$ cat config.mk
export PLATFORM = sky130hd
export DESIGN_NAME = mux_scan_sel
export DESIGN_NICKNAME = d
export VERILOG_FILES = /design/src/rtl/mux_scan_pkg.sv /design/src/rtl/mux_nw.sv /design/src/rtl/mux_scan_sel.sv
export SDC_FILE = /design/constraint.sdc
export NUM_CORES = 1
export LEC_CHECK = 0
export BUFFER_PORTS_ARGS = -buffer_cell sky130_fd_sc_hd__buf_2
export CORE_MARGIN = 8
export CORE_UTILIZATION = 35
export CTS_CLUSTER_DIAMETER = 60
export DETAILED_ROUTE_END_ITERATION = 7
export GPL_TIMING_DRIVEN = 0
export PLACE_DENSITY_LB_ADDON = 0.25
export SLEW_MARGIN = 10
export SYNTH_ARGS = -nofsm -noshare
export SYNTH_HDL_FRONTEND = slang
export SYNTH_SLANG_ARGS = --single-unit
$ cat constraint.sdc
create_clock -name clk -period 1.9 [get_ports clk]
set_input_delay 0.285 -clock clk [delete_from_list [all_inputs] [get_ports clk]]
set_output_delay 0.285 -clock clk [all_outputs]
set_load 0.05 [all_outputs]
$ cat src/rtl/mux_scan_pkg.sv
// Shared definitions for the registered N-channel selector: state encoding,
// width helper and recovery of unused state encodings.
package mux_scan_pkg;

  typedef enum logic [1:0] {
    ST_OFF  = 2'b00,
    ST_MAN  = 2'b01,
    ST_SCAN = 2'b10
  } state_e;

  // Index width for v values; never narrower than one bit.
  function automatic int clog2(input int v);
    int r;
    r = 0;
    while ((1 << r) < v) r++;
    return (r < 1) ? 1 : r;
  endfunction

  function automatic state_e recover(input state_e s);
    case (s)
      ST_OFF, ST_MAN, ST_SCAN: return s;
      default:                 return ST_OFF;
    endcase
  endfunction

endpackage

$ cat src/rtl/mux_nw.sv
// Combinational N:1 selector of W-bit words; flags an index outside 0..N-1
// and returns zero for it.
module mux_nw
  import mux_scan_pkg::*;
#(
  parameter int W = 4,
  parameter int N = 4
) (
  input  logic [N*W-1:0]         din,
  input  logic [clog2(N)-1:0]    idx,
  output logic [W-1:0]           word,
  output logic                   out_of_range
);

  localparam int SEL_W = clog2(N);

  always_comb begin
    word         = '0;
    out_of_range = 1'b1;
    for (int k = 0; k < N; k++) begin
      if (idx == SEL_W'(k)) begin
        word         = din[k*W +: W];
        out_of_range = 1'b0;
      end
    end
  end

endmodule

$ cat src/rtl/mux_scan_sel.sv
// Registered N-channel selector with active-low enable, manual or round-robin
// scan selection, and a valid/ready output register.
module mux_scan_sel
  import mux_scan_pkg::*;
#(
  parameter int W     = 4,
  parameter int N     = 4,
  parameter int DWELL = 2
) (
  input  logic                  clk,
  input  logic                  rst,
  input  logic                  en_n,
  input  logic                  mode,
  input  logic [clog2(N)-1:0]   sel,
  input  logic [N*W-1:0]        din,
  input  logic                  out_ready,
  output logic                  out_valid,
  output logic [W-1:0]          y,
  output logic [clog2(N)-1:0]   y_ch,
  output logic                  err
);

  localparam int SEL_W = clog2(N);
  localparam int DW_W  = clog2(DWELL);

  state_e             state_q, state_d;
  logic [SEL_W-1:0]   ch_q, ch_d, ch_eff;
  logic [DW_W-1:0]    dwell_q, dwell_d, dwell_eff;
  logic [W-1:0]       y_q, y_d;
  logic [SEL_W-1:0]   y_ch_q, y_ch_d;
  logic               vld_q, vld_d;
  logic               err_q, err_d;
  logic               accept, enter_scan;
  logic [SEL_W-1:0]   idx;
  logic [W-1:0]       word;
  logic               oor;

  mux_nw #(.W(W), .N(N)) u_mux (
    .din          (din),
    .idx          (idx),
    .word         (word),
    .out_of_range (oor)
  );

  always_comb begin
    state_d = state_q;
    case (state_q)
      ST_OFF:  if (!en_n) state_d = mode ? ST_SCAN : ST_MAN;
      ST_MAN:  if (en_n) state_d = ST_OFF; else if (mode) state_d = ST_SCAN;
      ST_SCAN: if (en_n) state_d = ST_OFF; else if (!mode) state_d = ST_MAN;
      default: state_d = recover(state_q);
    endcase
  end

  // Scan position restarts at channel 0 on the edge that enters scan mode,
  // and that same edge's capture already uses the restarted position.
  assign enter_scan = (state_d == ST_SCAN) && (state_q != ST_SCAN);
  assign ch_eff     = enter_scan ? '0 : ch_q;
  assign dwell_eff  = enter_scan ? '0 : dwell_q;
  assign idx        = mode ? ch_eff : sel;
  assign accept     = !en_n && (!vld_q || out_ready);

  always_comb begin
    ch_d    = ch_eff;
    dwell_d = dwell_eff;
    if (accept && mode) begin
      if (dwell_eff == DW_W'(DWELL - 1)) begin
        dwell_d = '0;
        ch_d    = (ch_eff == SEL_W'(N - 1)) ? '0 : ch_eff + 1'b1;
      end else begin
        dwell_d = dwell_eff + 1'b1;
      end
    end
  end

  always_comb begin
    y_d    = y_q;
    y_ch_d = y_ch_q;
    vld_d  = vld_q;
    err_d  = err_q;
    if (en_n) begin
      y_d   = '0;
      vld_d = 1'b0;
      err_d = 1'b0;
    end else if (accept) begin
      y_d    = oor ? '0 : word;
      y_ch_d = idx;
      err_d  = oor;
      vld_d  = 1'b1;
    end
  end

  always_ff @(posedge clk) begin
    if (rst) begin
      state_q <= ST_OFF;
      ch_q    <= '0;
      dwell_q <= '0;
      y_q     <= '0;
      y_ch_q  <= '0;
      vld_q   <= 1'b0;
      err_q   <= 1'b0;
    end else begin
      state_q <= state_d;
      ch_q    <= ch_d;
      dwell_q <= dwell_d;
      y_q     <= y_d;
      y_ch_q  <= y_ch_d;
      vld_q   <= vld_d;
      err_q   <= err_d;
    end
  end

  assign out_valid = vld_q;
  assign y         = y_q;
  assign y_ch      = y_ch_q;
  assign err       = err_q;

endmodule
==> Yosys cells after proc, flatten, opt, wreduce, memory -nomap -nowiden <==
Index checks and enable logic that the tools add are counted.
{ "word_totals": {"out_inout_bits": 8, "ff_bits": 13} }
{ "classes": {"bitwise_logic": 1, "eq_ne": 8, "n_reduce_logical": 11, "n_mux": 25, "n_addsub": 2} }
{ "ops": {"columns": ["op", "count"], "rows": [
  ["2-to-1 mux 2 bit", 12],
  ["2-to-1 mux 4 bit", 5],
  ["== test 2 bit (second input constant)", 5],
  ["2-to-1 mux 1 bit", 7],
  ["one-hot mux 2 bit (3 select lines)", 1],
  ["== test 2 x 1 -> 1 bit (second input constant)", 2],
  ["logical NOT 2 bit", 2],
  ["logical AND 1 bit", 3],
  ["OR reduction 3 bit", 1],
  ["adder 2 x 1 -> 2 bit (second input constant)", 1],
  ["logical NOT 1 bit", 2],
  ["!= test 2 bit (second input constant)", 1],
  ["AND reduction 2 bit", 1],
  ["OR reduction 2 bit", 1],
  ["adder 1 bit (second input constant)", 1],
  ["logical OR 1 bit", 1],
  ["NOT 1 bit", 1]
]} }

==> Depth between registers and ports, before layout <==
Gate-level depths: netlist (run 1).
{ "depth": {"ltp_word": 14, "mapped_depth": 6, "depth_no_buf": 4} }

==> By module <==
Synthesis (run 1) repeated with hierarchy kept, for this count alone.
{ "unflattened": {"cells_unflattened": 75, "area_unflattened_um2": 724.4} }
{ "modules_own_cells": {"columns": ["mod", "seq_area_each_um2", "cells_per_inst", "n_inst", "area_each_um2"], "rows": [
  ["mux_scan_sel", 260.2, 69, 1, 608.1],
  ["mux_nw", 0.0, 6, 1, 116.4]
]} }

==> Least setup slack after synthesis (run 1) <==
OpenSTA, ideal clock, no wires.
{ "synth_path": {"path_type": "in2reg", "startpoint": "input en_n", "endpoint": "register y_q[0] (netlist: y[0])", "path_stages": 6, "setup_slack_ns": 0.271, "setup_time_ns": 0.122, "arrival_time_ns": 1.507, "path_cell_list": "buf_6 o211a_4 or2_1 buf_6 and3b_4 a221o_1"} }
{ "synth_via": {"elab_chain_cells": 12, "elab_cells_between_ends": 24, "classes_between": "4 x eq/ne; 15 x mux; 5 x reduce/logical"} }
{ "synth_lines": {"columns": ["element", "line", "text"], "rows": [
  ["start: declaration", "mux_scan_sel.sv:12", "input logic en_n,"],
  ["2-to-1 mux 2 bit, on equally long branches", "mux_scan_sel.sv:50, mux_scan_sel.sv:48, mux_scan_sel.sv:49", null],
  ["one-hot mux 2 bit (3 select lines)", "mux_scan_sel.sv:47", "case (state_q)"],
  ["== test 2 bit", "mux_scan_sel.sv:57", "assign enter_scan = (state_d == ST_SCAN) && (state_q != ST_SCAN);"],
  ["logical AND 1 bit", "mux_scan_sel.sv:57", null],
  ["2-to-1 mux 2 bit", "mux_scan_sel.sv:58", "assign ch_eff = enter_scan ? '0 : ch_q;"],
  ["2-to-1 mux 2 bit", "mux_scan_sel.sv:60", "assign idx = mode ? ch_eff : sel;"],
  ["logical NOT 2 bit", "mux_nw.sv:21", "if (idx == SEL_W'(k)) begin"],
  ["2-to-1 mux 4 bit / 2-to-1 mux 1 bit (equally long branches) (4 in a row)", "mux_nw.sv:21", null],
  ["2-to-1 mux 4 bit", "mux_scan_sel.sv:86", "y_d = oor ? '0 : word;"],
  ["end signal: assignment", "mux_scan_sel.sv:106", "y_q <= y_d;"],
  ["end: declaration", "mux_scan_sel.sv:29", "logic [W-1:0] y_q, y_d;"]
]} }
Several ways; a longest one is shown, not always the timed one.
A chain may end at the register's enable or synchronous reset.

==> Worst setup path in the final report (run 1) <==
{ "layout_path": {"startpoint": "register state_q[1]", "endpoint": "register y_q[0] (netlist: y[0])"} }
{ "layout_via": {"elab_chain_cells": 14, "elab_cells_between_ends": 29, "classes_between": "7 x eq/ne; 18 x mux; 4 x reduce/logical"} }
{ "layout_lines": {"columns": ["element", "line", "text"], "rows": [
  ["start: declaration", "mux_scan_sel.sv:26", "state_e state_q, state_d;"],
  ["start signal: assignment", "mux_scan_sel.sv:103", "state_q <= state_d;"],
  ["== test 2 bit, or another cell as far along", "mux_scan_pkg.sv:20, mux_scan_sel.sv:47", null],
  ["OR reduction 3 bit", "mux_scan_pkg.sv:20", "case (s)"],
  ["2-to-1 mux 2 bit", "mux_scan_pkg.sv:20", null],
  ["one-hot mux 2 bit (3 select lines)", "mux_scan_sel.sv:47", null],
  ["== test 2 bit", "mux_scan_sel.sv:57", null],
  ["logical AND 1 bit (*)", "mux_scan_sel.sv:57", null],
  ["2-to-1 mux 2 bit (*)", "mux_scan_sel.sv:58", null],
  ["2-to-1 mux 2 bit (*)", "mux_scan_sel.sv:60", null],
  ["logical NOT 2 bit", "mux_nw.sv:21", null],
  ["2-to-1 mux 4 bit / 2-to-1 mux 1 bit (equally long branches) (4 in a row)", "mux_nw.sv:21", null],
  ["2-to-1 mux 4 bit (*)", "mux_scan_sel.sv:86", null]
]} }
Mark *: on every way between the ends. The rest lies on a longest branch, timed or not.

==> results.md, run 1 <==
* Status: finished clean
* Worst reg-to-reg path cell count at 5
* Slew margin rel. at 0.712
* Synth area leader: dfxtp_1
* Post-synthesis sequential area ratio at 0.354
* Critical path origin: state_q[1]
* Area Overhead vs Synth at 27.3%
* Setup tns final at 0 ps
* DR WL/cell at 13.4 µm
* Post-CTS Hold Fix Bufs at 0
* Starting density of the core at 0.374
* Power Density at 635 mW/mm²
* CP Cell Sequence: o211a_4, or2_1, buf_6, and3b_4, a221o_1
* Routability cong. at 0.754
* R2R setup slack at 250 ps
* Initial DRC Count at 12
* Gr usage total at 0.107
* Clk buf depth at 2
* DRC violations left at 0
* Seq. cell area at 260 µm²
* Layout cell share with drive strength beyond 1 at 0.359
* Synth Instances at 85
* Critical path launch point type: flop
* Reg2reg start: state_q[1]
* Largest net degree at the start of global routing at 11
* Tot Pwr at 0.593 mW
* Crit Path Max Fanout at 7
* DRT antenna net count at 0
* Final core utilization at 0.476
* Clk_lat worst skew at 270 ps
* Actual slew at the worst max-slew pin at 429 ps
* Post-synth EDFFs at 0
* Post-synth top cells: dfxtp_1, inv_1, nand3_1, nor2_1
* Syn Nets at 108
* Fillers at 221
* Vias/cell at 5.15
* Fraction of registers with async set/reset at 0
* Max Slew Vio Count at 0
* First-pass GRT wire length at 3050 µm
* Max Cap Viol at 0
* Worst hold slack at 241 ps
* Io pins at 31
* Initial antenna violation count at 0
* Number of global-route vias before repair at 742
* Netlist Area Pre-Place at 734 µm²
* Ys flop type: dfxtp_1
* Row cnt at 16
* I/O Buffers at 28
* Leakage at 0.431 nW
* Kind of critical path: reg2reg
* Setup bufs post-CTS at 0
* Area taken by multi-input logic gates at 410 µm²
* Reg-to-Reg End: y[0]
* Routed wire length at 1930 µm
* Mean Syn Cell Area at 8.64 µm²
* Critical-path top delay cell: dfxtp_1
* Clock Skew at 4.30 ps
* Clock transition at path regs at 80 ps
* CORE AREA at 0.00196 mm²
* Chip height at 61.8 µm
* Synth warn at 0
* Top post-synthesis cells by area: dfxtp_1, o2111ai_1, o221ai_1
* CTS tree: done
* Total number of vias at 741
* Synth unique cells at 34
* Worst setup path endpoint: y[0]
* Cts repair resizes at 0
* Maximum clock rate at 607 MHz
* Worst VDD drop at 0.000258 V
* WP data required at 2060 ps
* Top-count cell post-synth: dfxtp_1
* Worst path max stage delay at 370 ps
* DR pass1 iterations at 4
* RSZ-0062 raised after global routing: false
* Crit path time final at 1650 ps
* Flops & latches, synth at 13
* Min-Delay Path Class: in2reg
* Grt total ovfl at 0
* CTS Buf Count at 3
* Share of the synthesized area in the top cell type at 0.354
* Die span in x at 61.8 µm
* Nets at 141
* Final setup violation count at 0
* Inserted Diodes at 0
* DIE AREA at 0.00382 mm²
* CTS Root Cell: clkbuf_4
* Final hold violation count at 0
* Worst setup EP type: flop
* CTS sink cnt at 13
* Worst Path Arrival at 1810 ps
* Period Utilization, post-route at 0.867
* Detailed placement HPWL at 1540 µm
* H-tree levels at 1
-- cells in the final DEF, fill, tap and decap left out --
cell type,instances
a21oi_1,4
buf_2,31
nand2b_1,2
nand3_1,6
a311oi_1,1
a21bo_2,1
o2111ai_1,4
and3b_4,1
nor2b_1,2
o21ai_0,1
o211a_4,1
nand2_1,5
o211ai_1,1
mux2i_1,1
a221o_1,3
a211o_2,1
a21o_1,1
or3_1,1
and2_1,5
or2_1,1
nand4b_1,1
clkbuf_1,2
dfxtp_1,13
and3_1,1
o31ai_1,1
clkbuf_4,3
o32ai_1,1
a21boi_0,1
o221ai_1,4
buf_6,2
inv_1,6
nor2_1,6
nor3_1,1
a221o_2,1
or2_2,1
-- cell families (layout without fill, tap and decap cells) --
logic type,after synthesis,in the layout,synth area share
buffers and inverters,12,44,0.0869
AOI/OAI and AO/OA,26,26,0.302
muxes,1,1,0.0136
DFF,13,13,0.354
and+or+nand+nor,33,33,0.244
-- metrics by stage --
step                      instance area, µm²  instances  setup WS [ps]
final                                    935        144            252
after global routing                     935        144            188
after CTS                                935        144            253
after detailed placement                 908        140            109
after global placement                   908        140            127
after floorplan                          734         85            271
-- state kept, by name, summed over array words and instances (netlist names) --
name / cells
ch_q: 2
dwell_q: 1
err: 1
out_valid: 1
state_q: 2
y: 4
y_ch: 2
-- per-layer routing --
layer / vias up / share of wire / track usage
li1: 381 / - / -
met1: 333 / 0.46 / 0.129
met2: 25 / 0.46 / 0.162
met3: 2 / 0.056 / 0.0226
met4: 0 / 0.016 / 0.0779
met5: - / 0 / 0
-- critical path: cells and delay by family (launching register included) --
| kind | cells | cell delay, ps |
|---|---|---|
| AND/OR/NAND/NOR | 2 | 420 |
| AO/OA/AOI/OAI | 2 | 610 |
| flip-flops | 1 | 370 |
| buffers and inverters | 1 | 130 |
-- cell type report --
class / instances / area share
flip-flops and latches: 13 / 0.278
repair buffers: 28 / 0.150
inverters: 6 / 0.0241
well taps: 27 / 0.0361
clock buffers: 4 / 0.0281
multi-input cells: 60 / 0.439
plain buffers: 6 / 0.0442
-- how the worst min path moves through the flow --
stage,startpoint,end,slack (ps),depth (start not counted)
after floorplan,din[12],y[0],420,1
after global placement,err,err,440,1
after detailed placement,err,err,450,1
after CTS,din[12],y[0],230,2
after global routing,din[12],y[0],220,2
final,din[14],y[2],240,2
-- report_power, final --
part | internal [mW] | switching (mW)
Clock | 0.0812 | 0.0906
Sequential | 0.284 | 0.00726
Combinational | 0.0525 | 0.0776
Total | 0.418 | 0.175
No activity file was read; power rests on OpenSTA's default activity.
==> inputs of run 2 (changes only) <==
--- a/config.mk
+++ b/config.mk
@@ -12,6 +12,7 @@
 export DETAILED_ROUTE_END_ITERATION = 7
 export GPL_TIMING_DRIVEN = 0
 export PLACE_DENSITY_LB_ADDON = 0.25
+export RECOVER_POWER = 100
 export SLEW_MARGIN = 10
 export SYNTH_ARGS = -nofsm -noshare
 export SYNTH_HDL_FRONTEND = slang
==> run 2 against run 1 <==
Highest routed layer unchanged. Clock skew decreased by 2.1 ps. Global-route usage unchanged. Maximum frequency decreased by 4.2%. Combinational power decreased by 4%. Sequential share of layout area increased by 0.73 points. Critical path depth unchanged. Register-to-register slack got worse by 70 ps.
==> results.md, run 2 (synthesis gave the netlist of run 1 again) <==
* DRT antenna net count at 0
* DIE AREA at 0.00382 mm²
* Slew margin rel. at 0.600
* Routability cong. at 0.754
* Most frequent cells in the layout: buf_2, dfxtp_1, clkbuf_1
* Max Cap Viol at 0
* Clk buf depth at 2
* Nets at 141
* I/O Buffers at 28
* Clk_lat worst skew at 270 ps
* Critical-path top delay cell: dfxtp_1
* Clock transition at path regs at 80 ps
* Vias/cell at 5.20
* Max FFs per register at 4
* Hold EP: y[2]
* Worst reg-to-reg path cell count at 5
* Chip height at 61.8 µm
* Actual slew at the worst max-slew pin at 603 ps
* CTS Buf Count at 3
* Max Slew Vio Count at 0
* Total number of vias at 749
* Final setup violation count at 0
* Grt total ovfl at 0
* Critical path launch point type: flop
* Min-delay src: din[14]
* Fin cells at 144
* Row cnt at 16
* Initial antenna violation count at 0
* Reg2reg start: state_q[1]
* Kind of critical path: reg2reg
* Crit path time final at 1720 ps
* Critical path's top delay family: compound AO/OA/AOI/OAI gates
* DR pass1 iterations at 4
* CP Cell Sequence: o211a_1, or2_1, clkbuf_2, and3b_4, a221o_1
* Final core utilization at 0.464
* Io pins at 31
* Worst Path Arrival at 1880 ps
* Power Density at 644 mW/mm²
* DR WL/cell at 13.4 µm
* DP Cell Count at 140
* Inserted Diodes at 0
* Hold path depth at 2
* Worst setup EP type: flop
* CORE AREA at 0.00196 mm²
* WP data required at 2060 ps
* Detailed placement HPWL at 1540 µm
* Worst path max stage delay at 370 ps
* Reg-to-Reg End: y[0]
* Routed wire length at 1930 µm
* Status: finished clean
* First-pass GRT wire length at 3050 µm
* Worst hold slack at 241 ps
* R2R setup slack at 180 ps
* Gr usage total at 0.107
* Area Overhead vs Synth at 24.0%
* Clock Skew at 2.16 ps
* Worst VDD drop at 0.000249 V
* Largest net degree at the start of global routing at 11
* Starting density of the core at 0.374
* Min-Delay Path Class: in2reg
* Die span in x at 61.8 µm
* Layout cell share with drive strength beyond 1 at 0.282
* Period Utilization, post-route at 0.905
* Setup tns final at 0 ps
* H-tree levels at 1
* Critical path origin: state_q[1]
* Crit path buf inv count at 1
* CTS tree: done
* Final hold violation count at 0
* Cts repair resizes at 0
* Initial DRC Count at 14
* DRC violations left at 0
* Post-CTS Hold Fix Bufs at 0
* Number of global-route vias before repair at 742
* CTS Root Cell: clkbuf_4
* Maximum clock rate at 581 MHz
* Setup bufs post-CTS at 0
* RSZ-0062 raised after global routing: false
* Crit Path Max Fanout at 7
* Leakage at 0.400 nW
* Most common cell after layout, fill and taps aside: buf_2
* CTS sink cnt at 13
run 2: worst max path at each step:
stage,end,depth (start not counted)
after global placement,y[1],7
after global routing,y[3],5
after floorplan,y[0],6
after detailed placement,y[1],7
after CTS,y[0],5
final,y[0],5
run 2: metrics by stage:
| stage | area [µm²] | power, mW | setup slack [ps] |
|---|---|---|---|
| final | 911 | 0.587 | 180 |
| after global routing | 911 | 0.623 | 115 |
| after CTS | 935 | 0.599 | 253 |
| after detailed placement | 908 | 0.428 | 109 |
| after global placement | 908 | 0.426 | 127 |
| after floorplan | 734 | 0.386 | 271 |
run 2: report_power, final:
group	switching [mW]	internal [mW]
combinational	0.0768	0.0486
sequential	0.00729	0.284
clock	0.0891	0.0812
run 2: area by class of cell:
class	count	area, µm²
inverter	6	22.5
fill	229	1050
tap	27	33.8
sequential	13	260
timing repair buffer	28	130
clock buffer	4	26.3
multi-input combinational	60	403
buffer	6	35.0
run 2: routing by layer:
metal,vias up,track usage,wire (µm)
met5,-,0,0
met4,0,0.0779,27
met3,2,0.0226,103
met2,22,0.162,893
met1,343,0.129,902
li1,382,-,-
run 2: worst register-to-register path, cell delays in order (launching register included):
cell and delay [ps]:
dfxtp_1 370, o211a_1 300, or2_1 240, clkbuf_2 160, and3b_4 210, a221o_1 340
==> inputs of run 3 (changes only) <==
--- a/config.mk
+++ b/config.mk
@@ -13,6 +13,7 @@
 export GPL_TIMING_DRIVEN = 0
 export PLACE_DENSITY_LB_ADDON = 0.25
 export RECOVER_POWER = 100
+export REMOVE_ABC_BUFFERS = 1
 export SLEW_MARGIN = 10
 export SYNTH_ARGS = -nofsm -noshare
 export SYNTH_HDL_FRONTEND = slang
==> run 3 against run 2 <==
Final cell count down 2.1%. Die area unchanged. Routed wire length shrank 3.0%. Combinational power is essentially flat. Register-to-register slack improved by 70 ps. Global-route usage shrank 0.28 points. Hold slack lost 5.0 ps. Design area shrank 1.6%. Clock skew about the same. First-iteration DRC count shrank 29%. Sequential power about the same. Clock-buffer cell count unchanged. Highest routed layer unchanged.
==> results.md, run 3 (synthesis gave the netlist of run 1 again) <==
* Io pins at 31
* Number of global-route vias before repair at 728
* Die span in x at 61.8 µm
* Sequential Power Share at 0.498
* Grt total ovfl at 0
* Power Density at 652 mW/mm²
* Critical-path top delay cell: dfxtp_1
* WP data required at 2060 ps
* Slew margin rel. at 0.597
* CTS sink cnt at 13
* CTS tree: done
* Row cnt at 16
* Reg-to-Reg End: y[1]
* Clk buf depth at 2
* Clock transition at path regs at 80 ps
* CORE AREA at 0.00196 mm²
* Max Cap Viol at 0
* DR pass1 iterations at 4
* Post-CTS Hold Fix Bufs at 0
* Starting density of the core at 0.374
* Setup bufs post-CTS at 1
* Worst path max stage delay at 440 ps
* Routability cong. at 0.746
* Share of power burned in the clock network at 0.293
* Maximum clock rate at 608 MHz
* Final WS setup at 254 ps
* Period Utilization, post-route at 0.866
* Share of total power in combinational logic at 0.209
* Final hold violation count at 0
* Kind of critical path: reg2reg
* Met3 Wirelength at 78 µm
* Chip height at 61.8 µm
* DRC violations left at 0
* Worst reg-to-reg path cell count at 5
* First-pass GRT wire length at 3000 µm
* NetSw at 0.174 mW
* Largest net degree at the start of global routing at 12
* Crit path time final at 1650 ps
* Final core utilization at 0.457
* Nets at 138
* Final setup violation count at 0
* Reg2reg start: state_q[1]
* Cts repair resizes at 0
* Max FFs per register at 4
* Clk_lat worst skew at 270 ps
* Leakage at 0.381 nW
* Gr usage total at 0.104
* Max Slew Vio Count at 0
* Seq. cell area at 260 µm²
* Fillers at 213
* Hold path depth at 2
* Actual slew at the worst max-slew pin at 607 ps
* RSZ-0062 raised after global routing: false
* Status: finished clean
* Clock Skew at 1.87 ps
* Uppermost layer routed: met4
* Detailed placement HPWL at 1490 µm
* DIE AREA at 0.00382 mm²
* Dpl ws at -88.0 ps
* I/O Buffers at 30
* Worst Path Arrival at 1810 ps
* Initial antenna violation count at 0
* Switching part of the total at 0.298
* Inserted Diodes at 0
* Initial DRC Count at 10
* Routed wire length at 1870 µm
* CP Cell Sequence: o211ai_1, clkbuf_1, o2111ai_1, o221ai_1, a221o_2
* Area Overhead vs Synth at 22.0%
* Fin cells at 141
* Most common cell after layout, fill and taps aside: buf_2
* Worst setup EP type: flop
* Area taken by multi-input logic gates at 410 µm²
* CTS Buf Count at 3
* Total number of vias at 738
* Min-delay src: din[14]
* Crit Path Max Fanout at 9
* DP Cell Count at 136
* Pint at 0.410 mW
* Final instance area at 896 µm²
* R2R setup slack at 250 ps
* Critical path launch point type: flop
* CTS Root Cell: clkbuf_4
* DR WL/cell at 13.3 µm
* DRT antenna net count at 0
* Met1 WL at 898 µm
* Hold EP: y[2]
* Layout cell share with drive strength beyond 1 at 0.263
* Cell Area, Placed at 877 µm²
* Most frequent cells in the layout: buf_2, dfxtp_1, clkbuf_1
* Tot Pwr at 0.584 mW
* Min-Delay Path Class: in2reg
* Routed length on met2 at 866 µm
* Worst VDD drop at 0.000250 V
* H-tree levels at 1
* Vias/cell at 5.23
run 3: cell count changes in the layout (fill, tap and decap cells not counted):
cell / before / now
buf_2: 23 / 21
buf_6: 1 / 0
clkbuf_1: 10 / 11
clkbuf_2: 1 / 0
o211a_1: 1 / 0
o211a_4: 0 / 1
run 3: how the worst max path moves through the flow:
stage	from	endpoint	slack, ps	cells past startpoint
final	state_q[1]	y[1]	250	5
after detailed placement	en_n	y[1]	-90	5
after floorplan	state_q[1]	y[1]	270	4
after global routing	state_q[1]	y[1]	120	5
after CTS	state_q[1]	y[3]	260	4
after global placement	en_n	y[1]	-60	5
run 3: power by group through the flow:
stage	registers, mW	clock network, mW	logic (mW)
finish	0.291	0.171	0.122
global route	0.293	0.191	0.133
CTS	0.291	0.175	0.125
detailed placement	0.297	0	0.125
global placement	0.297	0	0.123
floorplan	0.325	0	0.0484
run 3: area by class of cell:
cell class                      count  area share
Multi-Input combinational cell     60       0.458
Clock buffer                        4      0.0293
Inverter                            6      0.0251
Timing Repair Buffer               31       0.159
Tap cell                           27      0.0377
Sequential cell                    13       0.291
run 3: worst max-delay path, delay by kind of cell (launching register included):
kind	cells	cell delay, ps
AOI/OAI and AO/OA	4	850
buffers and inverters	1	250
DFF	1	440
run 3: routing by layer:
layer | up-vias | global-route usage
met3 | 2 | 0.0123
met5 | - | 0
li1 | 376 | -
met1 | 339 | 0.133
met4 | 0 | 0.0682
met2 | 21 | 0.160
run 3: per-stage QoR:
stage / hold WS [ps] / TNS, ps
after global placement: 438 / -127
after floorplan: 354 / 0
final: 236 / 0
after detailed placement: 444 / -256
after global routing: 227 / 0
after CTS: 232 / 0
